## src/rtl/slc3_panel_input_pkg.sv

```systemverilog
// Shared types and constants for the SLC-3 front-panel input conditioning.
package slc3_panel_pkg;

  localparam int unsigned DEFAULT_DEBOUNCE = 500000;

  typedef enum logic [1:0] {
    IDLE,
    PRESS_CHK,
    HELD,
    REL_CHK
  } key_state_t;

endpackage

```

## src/rtl/slc3_panel_input_if.sv

```systemverilog
// Per-key bundle: raw active-low key in, debounced level and press strobe out.
interface slc3_panel_input_if;

  logic key_n;
  logic db_n;
  logic pulse;

  modport master (output key_n, input db_n, input pulse);
  modport slave  (input key_n, output db_n, output pulse);

endinterface

```

## src/rtl/slc3_panel_input_key_debounce.sv

```systemverilog
// One key: two-flop synchronizer, press/release debounce FSM, one-shot press strobe.
module key_debounce
  import slc3_panel_pkg::*;
#(
  parameter int unsigned DEBOUNCE_CYCLES = DEFAULT_DEBOUNCE
) (
  input  logic               clk,
  input  logic               rst,
  slc3_panel_input_if.slave  key
);

  localparam int unsigned    CW      = $clog2(DEBOUNCE_CYCLES + 1);
  localparam logic [CW-1:0]  CNT_MAX = CW'(DEBOUNCE_CYCLES);

  logic          sync1;
  logic          sync2;
  key_state_t    state;
  logic [CW-1:0] cnt;
  logic          db_n_q;
  logic          pulse_q;

  // The counter stops at CNT_MAX; the transition fires on the cycle it is seen there.
  always_ff @(posedge clk) begin
    if (rst) begin
      sync1   <= 1'b1;
      sync2   <= 1'b1;
      state   <= IDLE;
      cnt     <= '0;
      db_n_q  <= 1'b1;
      pulse_q <= 1'b0;
    end else begin
      sync1   <= key.key_n;
      sync2   <= sync1;
      pulse_q <= 1'b0;
      case (state)
        IDLE: begin
          if (!sync2) begin
            state <= PRESS_CHK;
            cnt   <= '0;
          end
        end
        PRESS_CHK: begin
          if (sync2) begin
            state <= IDLE;
          end else if (cnt == CNT_MAX) begin
            state   <= HELD;
            db_n_q  <= 1'b0;
            pulse_q <= 1'b1;
          end else begin
            cnt <= cnt + CW'(1);
          end
        end
        HELD: begin
          if (sync2) begin
            state <= REL_CHK;
            cnt   <= '0;
          end
        end
        REL_CHK: begin
          if (!sync2) begin
            state <= HELD;
          end else if (cnt == CNT_MAX) begin
            state  <= IDLE;
            db_n_q <= 1'b1;
          end else begin
            cnt <= cnt + CW'(1);
          end
        end
        default: state <= IDLE;
      endcase
    end
  end

  assign key.db_n  = db_n_q;
  assign key.pulse = pulse_q;

endmodule

```

## src/rtl/slc3_panel_input.sv

```systemverilog
// Front-panel input block: debounced Run/Continue keys and synchronized slide switches.
module slc3_panel_input
  import slc3_panel_pkg::*;
#(
  parameter int unsigned DEBOUNCE_CYCLES = DEFAULT_DEBOUNCE
) (
  input  logic       Clk,
  input  logic       Reset,
  input  logic       Run_n,
  input  logic       Continue_n,
  input  logic [9:0] SW,
  output logic [9:0] SW_sync,
  output logic       Run_db_n,
  output logic       Continue_db_n,
  output logic       Run_pulse,
  output logic       Continue_pulse
);

  slc3_panel_input_if run_key ();
  slc3_panel_input_if cont_key ();

  logic [9:0] sw_meta;
  logic [9:0] sw_q;

  assign run_key.key_n  = Run_n;
  assign cont_key.key_n = Continue_n;
  assign Run_db_n       = run_key.db_n;
  assign Run_pulse      = run_key.pulse;
  assign Continue_db_n  = cont_key.db_n;
  assign Continue_pulse = cont_key.pulse;

  key_debounce #(.DEBOUNCE_CYCLES(DEBOUNCE_CYCLES)) u_run_key (
    .clk (Clk),
    .rst (Reset),
    .key (run_key)
  );

  key_debounce #(.DEBOUNCE_CYCLES(DEBOUNCE_CYCLES)) u_cont_key (
    .clk (Clk),
    .rst (Reset),
    .key (cont_key)
  );

  always_ff @(posedge Clk) begin
    if (Reset) begin
      sw_meta <= '0;
      sw_q    <= '0;
    end else begin
      sw_meta <= SW;
      sw_q    <= sw_meta;
    end
  end

  assign SW_sync = sw_q;

endmodule

```

## config.mk

```make
export PLATFORM = sky130hd
export DESIGN_NAME = slc3_panel_input
export DESIGN_NICKNAME = d
export VERILOG_FILES = /design/src/rtl/slc3_panel_input_pkg.sv /design/src/rtl/slc3_panel_input_if.sv /design/src/rtl/slc3_panel_input_key_debounce.sv /design/src/rtl/slc3_panel_input.sv
export SDC_FILE = /design/constraint.sdc
export NUM_CORES = 1
export LEC_CHECK = 0
export ABC_AREA = 1
export BUFFER_PORTS_ARGS = -buffer_cell sky130_fd_sc_hd__buf_4
export CAP_MARGIN = 0
export CORE_UTILIZATION = 30
export CTS_CLUSTER_DIAMETER = 30
export DETAILED_ROUTE_END_ITERATION = 8
export GPL_TIMING_DRIVEN = 0
export HOLD_SLACK_MARGIN = 0.1
export PLACE_DENSITY = 0.5
export SYNTH_ARGS = -nofsm -noshare
export SYNTH_HDL_FRONTEND = slang
export SYNTH_SLANG_ARGS = --single-unit
```

## constraint.sdc

```tcl
create_clock -name Clk -period 1.4 [get_ports Clk]
set_input_delay 0.14 -clock Clk [delete_from_list [all_inputs] [get_ports Clk]]
set_output_delay 0.14 -clock Clk [all_outputs]
set_load 0.03 [all_outputs]
```

==> run_results.csv <==
group,metric,value,unit
timing,tns,-2.60,ns
timing,hold_viol,0,
grt,grt_max_degree,15,
timing,max_freq,652,MHz
worst_setup_path,cp.arrival,1.73,ns
grt,antenna_found_initial,0,
worst_setup_path,critPathSlowestCell,"dfxtp_4",
worst_hold_path,hold_path_end,"u_run_key.cnt[1]$_SDFFE_PP0P_",
grt,grt_overflow,0,
floorplanning,floorplan.rows,39,
timing,final-max-slew-violation-count,0,
pwr,p_int,3.36,mW
clock_network,cts_tree,"done",
place,dp_cells,700,
pwr,p_seq_share,44.7,%
synthesis,synth_cells,530,
pwr,clock_power_share,48.4,%
grt,grt_pass1_wl,15.2,mm
pwr,cellLeakagePower,2.17,nW
timing,postLayoutSetupSlackWorst,-0.134,ns
worst_setup_path,critical-path-max-stage-delay,0.37,ns
timing,max_slew.worst_pin.slew,0.805,ns
floorplanning,ios,28,
place,dp_hpwl,5.92,mm
worst_setup_path,cp.required,1.59,ns
timing,period_share,110,%
synthesis,syn_area_per_cell,6.61,um2
worst_setup_path,r2r-end,"u_cont_key.cnt[10]$_SDFFE_PP0P_",
synthesis,synth-seq-cells,70,
synthesis,yosys_warnings,0,
worst_setup_path,r2r_start,"u_cont_key.cnt[0]$_SDFFE_PP0P_",
route,final_antenna_net_count,0,
pwr,p_sw_share,25.7,%
flow_run,drv_cap,0,
floorplanning,dieArea,12100,um2
synthesis,ys_seq_area_share,40.0,%
route,dr.pass1.iters,4,
place,gp_congestion,0.780,
pwr,combPwrFrac,6.9,%
layout,antenna_cells,0,
timing,setup_viol,37,
clock_network,clkLatencyLatePin,0.34,ns
floorplanning,initial_utilization,30.7,%
grt,grt_util_all_layers,16.4,%
synthesis,synth_nets,548,
worst_setup_path,cp-end-kind,"flip-flop",
timing,fin_crit,1.53,ns
worst_hold_path,hold_start,"Reset",
clock_network,cts-htree-levels,3,
synthesis,syn_area,3510,um2
timing,skew,0.00761,ns
worst_setup_path,crit_chain,"inv_4 -> ha_4 -> nand4_1 -> nor2_4 -> nand3_4 -> nand2_8 -> inv_6 -> clkbuf_16 -> nand2_2 -> a21oi_2",
layout,final_cell_count_no_fill,762,
clock_network,clkTransAtPathRegs,0.06,ns
timing,rsz0062_at_grt,"yes",
layout,fin_nets,632,
route,drt_iter0_markers,111,
clock_network,clk_path_buf_depth,2,
clock_network,cts-buffers-inserted,9,
route,drt-total-wl,9.62,mm
timing,relSlewSlack,46.3,%
pwr,ir_drop,522,uV
worst_setup_path,cp_max_fo,5,
worst_setup_path,cp-start-kind,"flip-flop",
pwr,power.density,863,nW/um2
route,drt-vias-per-instance,4.59,
worst_hold_path,hold_path_class,"in -> reg",
layout,area_delta_synth_final,49.3,%
grt,grt_pass1_vias,3139,
worst_setup_path,reg2reg_depth,10,
route,drcViolationCount,0,
place,port_buffers,27,
clock_network,clkSinkCount,70,
layout,drive_gt1_share,40.1,%
worst_setup_path,reg2reg_slack,-0.13,ns
clock_network,cts.root.buffer_cell,"clkbuf_16",
pwr,p_switching,1.16,mW
floorplanning,dieWidth,110,um
route,wl_per_cell,12.6,um
route,num_vias,3498,
run_status,status,"finished with violations",
worst_setup_path,worstSetupPathType,"reg -> reg",
worst_hold_path,worstHoldPathCells,4,
run_status,violations,"setup timing",
synthesis,synthDistinctLibCells,36,
floorplanning,dieHeight,110,um
layout,fillers,1153,
floorplanning,core_area,11400,um2
[power groups by stage]
stage                     logic (mW)  clock network, mW  registers, mW
after floorplan                0.109                  0           2.10
after global placement         0.219                  0           2.08
after detailed placement       0.220                  0           2.08
after CTS                      0.277               2.25           2.03
after global routing           0.336               2.33           2.02
final                          0.310               2.19           2.02
[cells in the mapped netlist, drive strengths merged]
cell type | number | share of area (%)
o211ai | 2 | 0.43
xnor2 | 1 | 0.25
or2 | 6 | 1.1
clkinv | 1 | 0.11
o21ai | 8 | 1.1
xor2 | 3 | 0.75
dfxtp | 70 | 40
nor4 | 2 | 0.36
a211oi | 1 | 0.21
a21oi | 22 | 4.0
nand3 | 38 | 5.9
nand4 | 10 | 1.8
nor2 | 110 | 12
and3 | 1 | 0.18
a21o | 1 | 0.21
nand3b | 2 | 0.43
nand2 | 147 | 17
clkbuf | 6 | 0.64
nor3b | 4 | 0.86
buf | 6 | 1.7
ha | 4 | 1.4
nor3 | 6 | 0.86
inv | 79 | 8.6
[cells in the final DEF (no fill, tap or decap), types with 3 or more instances in the layout]
master	Yosys	final
clkbuf_16	0	10
dfxtp_1	70	45
nand2_1	137	109
nand2_8	0	5
nor3_2	0	3
nor2_4	2	17
dlygate4sd3_1	0	12
buf_4	1	48
o21ai_1	0	3
inv_4	0	6
a21oi_2	8	11
or2_2	5	5
dfxtp_4	0	9
ha_4	0	4
a21oi_1	14	11
nand3_2	1	8
nor2_1	106	72
inv_6	1	4
nand2_4	2	7
inv_1	74	60
o21ai_2	0	4
xor2_1	3	3
nor3b_1	4	4
nand4_1	10	10
nor2_2	2	21
dfxtp_2	0	16
clkinv_4	0	3
nand3_4	1	4
clkbuf_1	6	5
inv_2	4	11
nand3_1	36	26
nand2_2	8	27
buf_6	2	15
[layer usage]
layer	vias up	global-route usage [%]	share of wire, %
met1	1605	21.3	46
met3	17	2.76	3.6
met5	-	0	0
li1	1811	-	-
met2	65	26.3	48
met4	0	7.80	2.2
[cell families (layout without fill, tap and decap cells)]
family	Yosys count	in the layout	share of synthesized area [%]
adders and majority gates	4	4	1.43
buffers and inverters	92	180	11.1
xor gates and xnor gates	4	4	0.999
DFF	70	70	40.0
AOI/OAI and AO/OA	34	34	6.00
and+or+nand+nor	326	327	40.5
[flip-flops by register name, indices dropped and copies added, names as in the netlist, named ones only]
name	cells
SW_sync	10
u_run_key.cnt	19
u_cont_key.sync2	1
u_cont_key.key.db_n	1
u_run_key.key.pulse	1
u_cont_key.key.pulse	1
u_run_key.sync1	1
u_run_key.state	1
u_run_key.key.db_n	1
u_cont_key.state	1
u_run_key.sync2	1
u_cont_key.sync1	1
sw_meta	10
u_cont_key.cnt	19
[worst max-delay path: cells and delay by family, from the launching register on]
kind | cells | cell delay [ns]
flops | 1 | 0.37
simple gates | 5 | 0.59
compound gates | 1 | 0.04
fa+ha+maj | 1 | 0.11
buf+inv | 3 | 0.26
[how the worst max path moves through the flow]
stage	from	cells past startpoint	slack, ns	endpoint
after floorplan	u_cont_key.cnt[0]$_SDFFE_PP0P_	10	-0.05	u_cont_key.cnt[4]$_SDFFE_PP0P_
after global placement	u_cont_key.cnt[5]$_SDFFE_PP0P_	10	-0.28	u_cont_key.cnt[4]$_SDFFE_PP0P_
after detailed placement	u_cont_key.cnt[5]$_SDFFE_PP0P_	10	-0.29	u_cont_key.cnt[5]$_SDFFE_PP0P_
after CTS	u_cont_key.cnt[0]$_SDFFE_PP0P_	10	-0.13	u_cont_key.cnt[5]$_SDFFE_PP0P_
after global routing	u_run_key.cnt[1]$_SDFFE_PP0P_	10	-0.21	u_run_key.cnt[16]$_SDFFE_PP0P_
final	u_cont_key.cnt[0]$_SDFFE_PP0P_	10	-0.13	u_cont_key.cnt[10]$_SDFFE_PP0P_
[stage by stage]
stage	hold WS (ns)	area, um2	util [%]	setup slack (ns)	total power [mW]
floorplan	0.244	3550	-	-0.0486	2.21
global placement	0.327	3930	34.4	-0.280	2.30
detailed placement	0.329	3930	34.4	-0.287	2.30
CTS	0.129	4660	40.8	-0.128	4.56
global route	0.166	5240	45.8	-0.214	4.69
finish	0.153	5240	45.8	-0.134	4.52
[timing repair]
| item | 4_1_cts | 5_1_grt |
|---|---|---|
| buffers inserted | 13 | 18 |
| gates resized for setup | 68 | 135 |
| hold buffers | 12 | 0 |
| endpoints found under the setup margin | 41 | 45 |
| hold endpoints to repair | 12 | 0 |
| gates cloned | 4 | 1 |
| pin swaps | 23 | 43 |
[cell type report]
class                           instances  area [um2]  area share, %
Clock buffer                            9         225           4.30
Tap cell                              143         179           3.42
Clock inverter                          7        56.3           1.08
Inverter                               80         325           6.21
Sequential cell                        70        1460           27.8
Buffer                                 12         109           2.08
Multi-Input combinational cell        369        2260           43.1
Timing Repair Buffer                   72         629           12.0
Power figures use the tool's default switching activity.
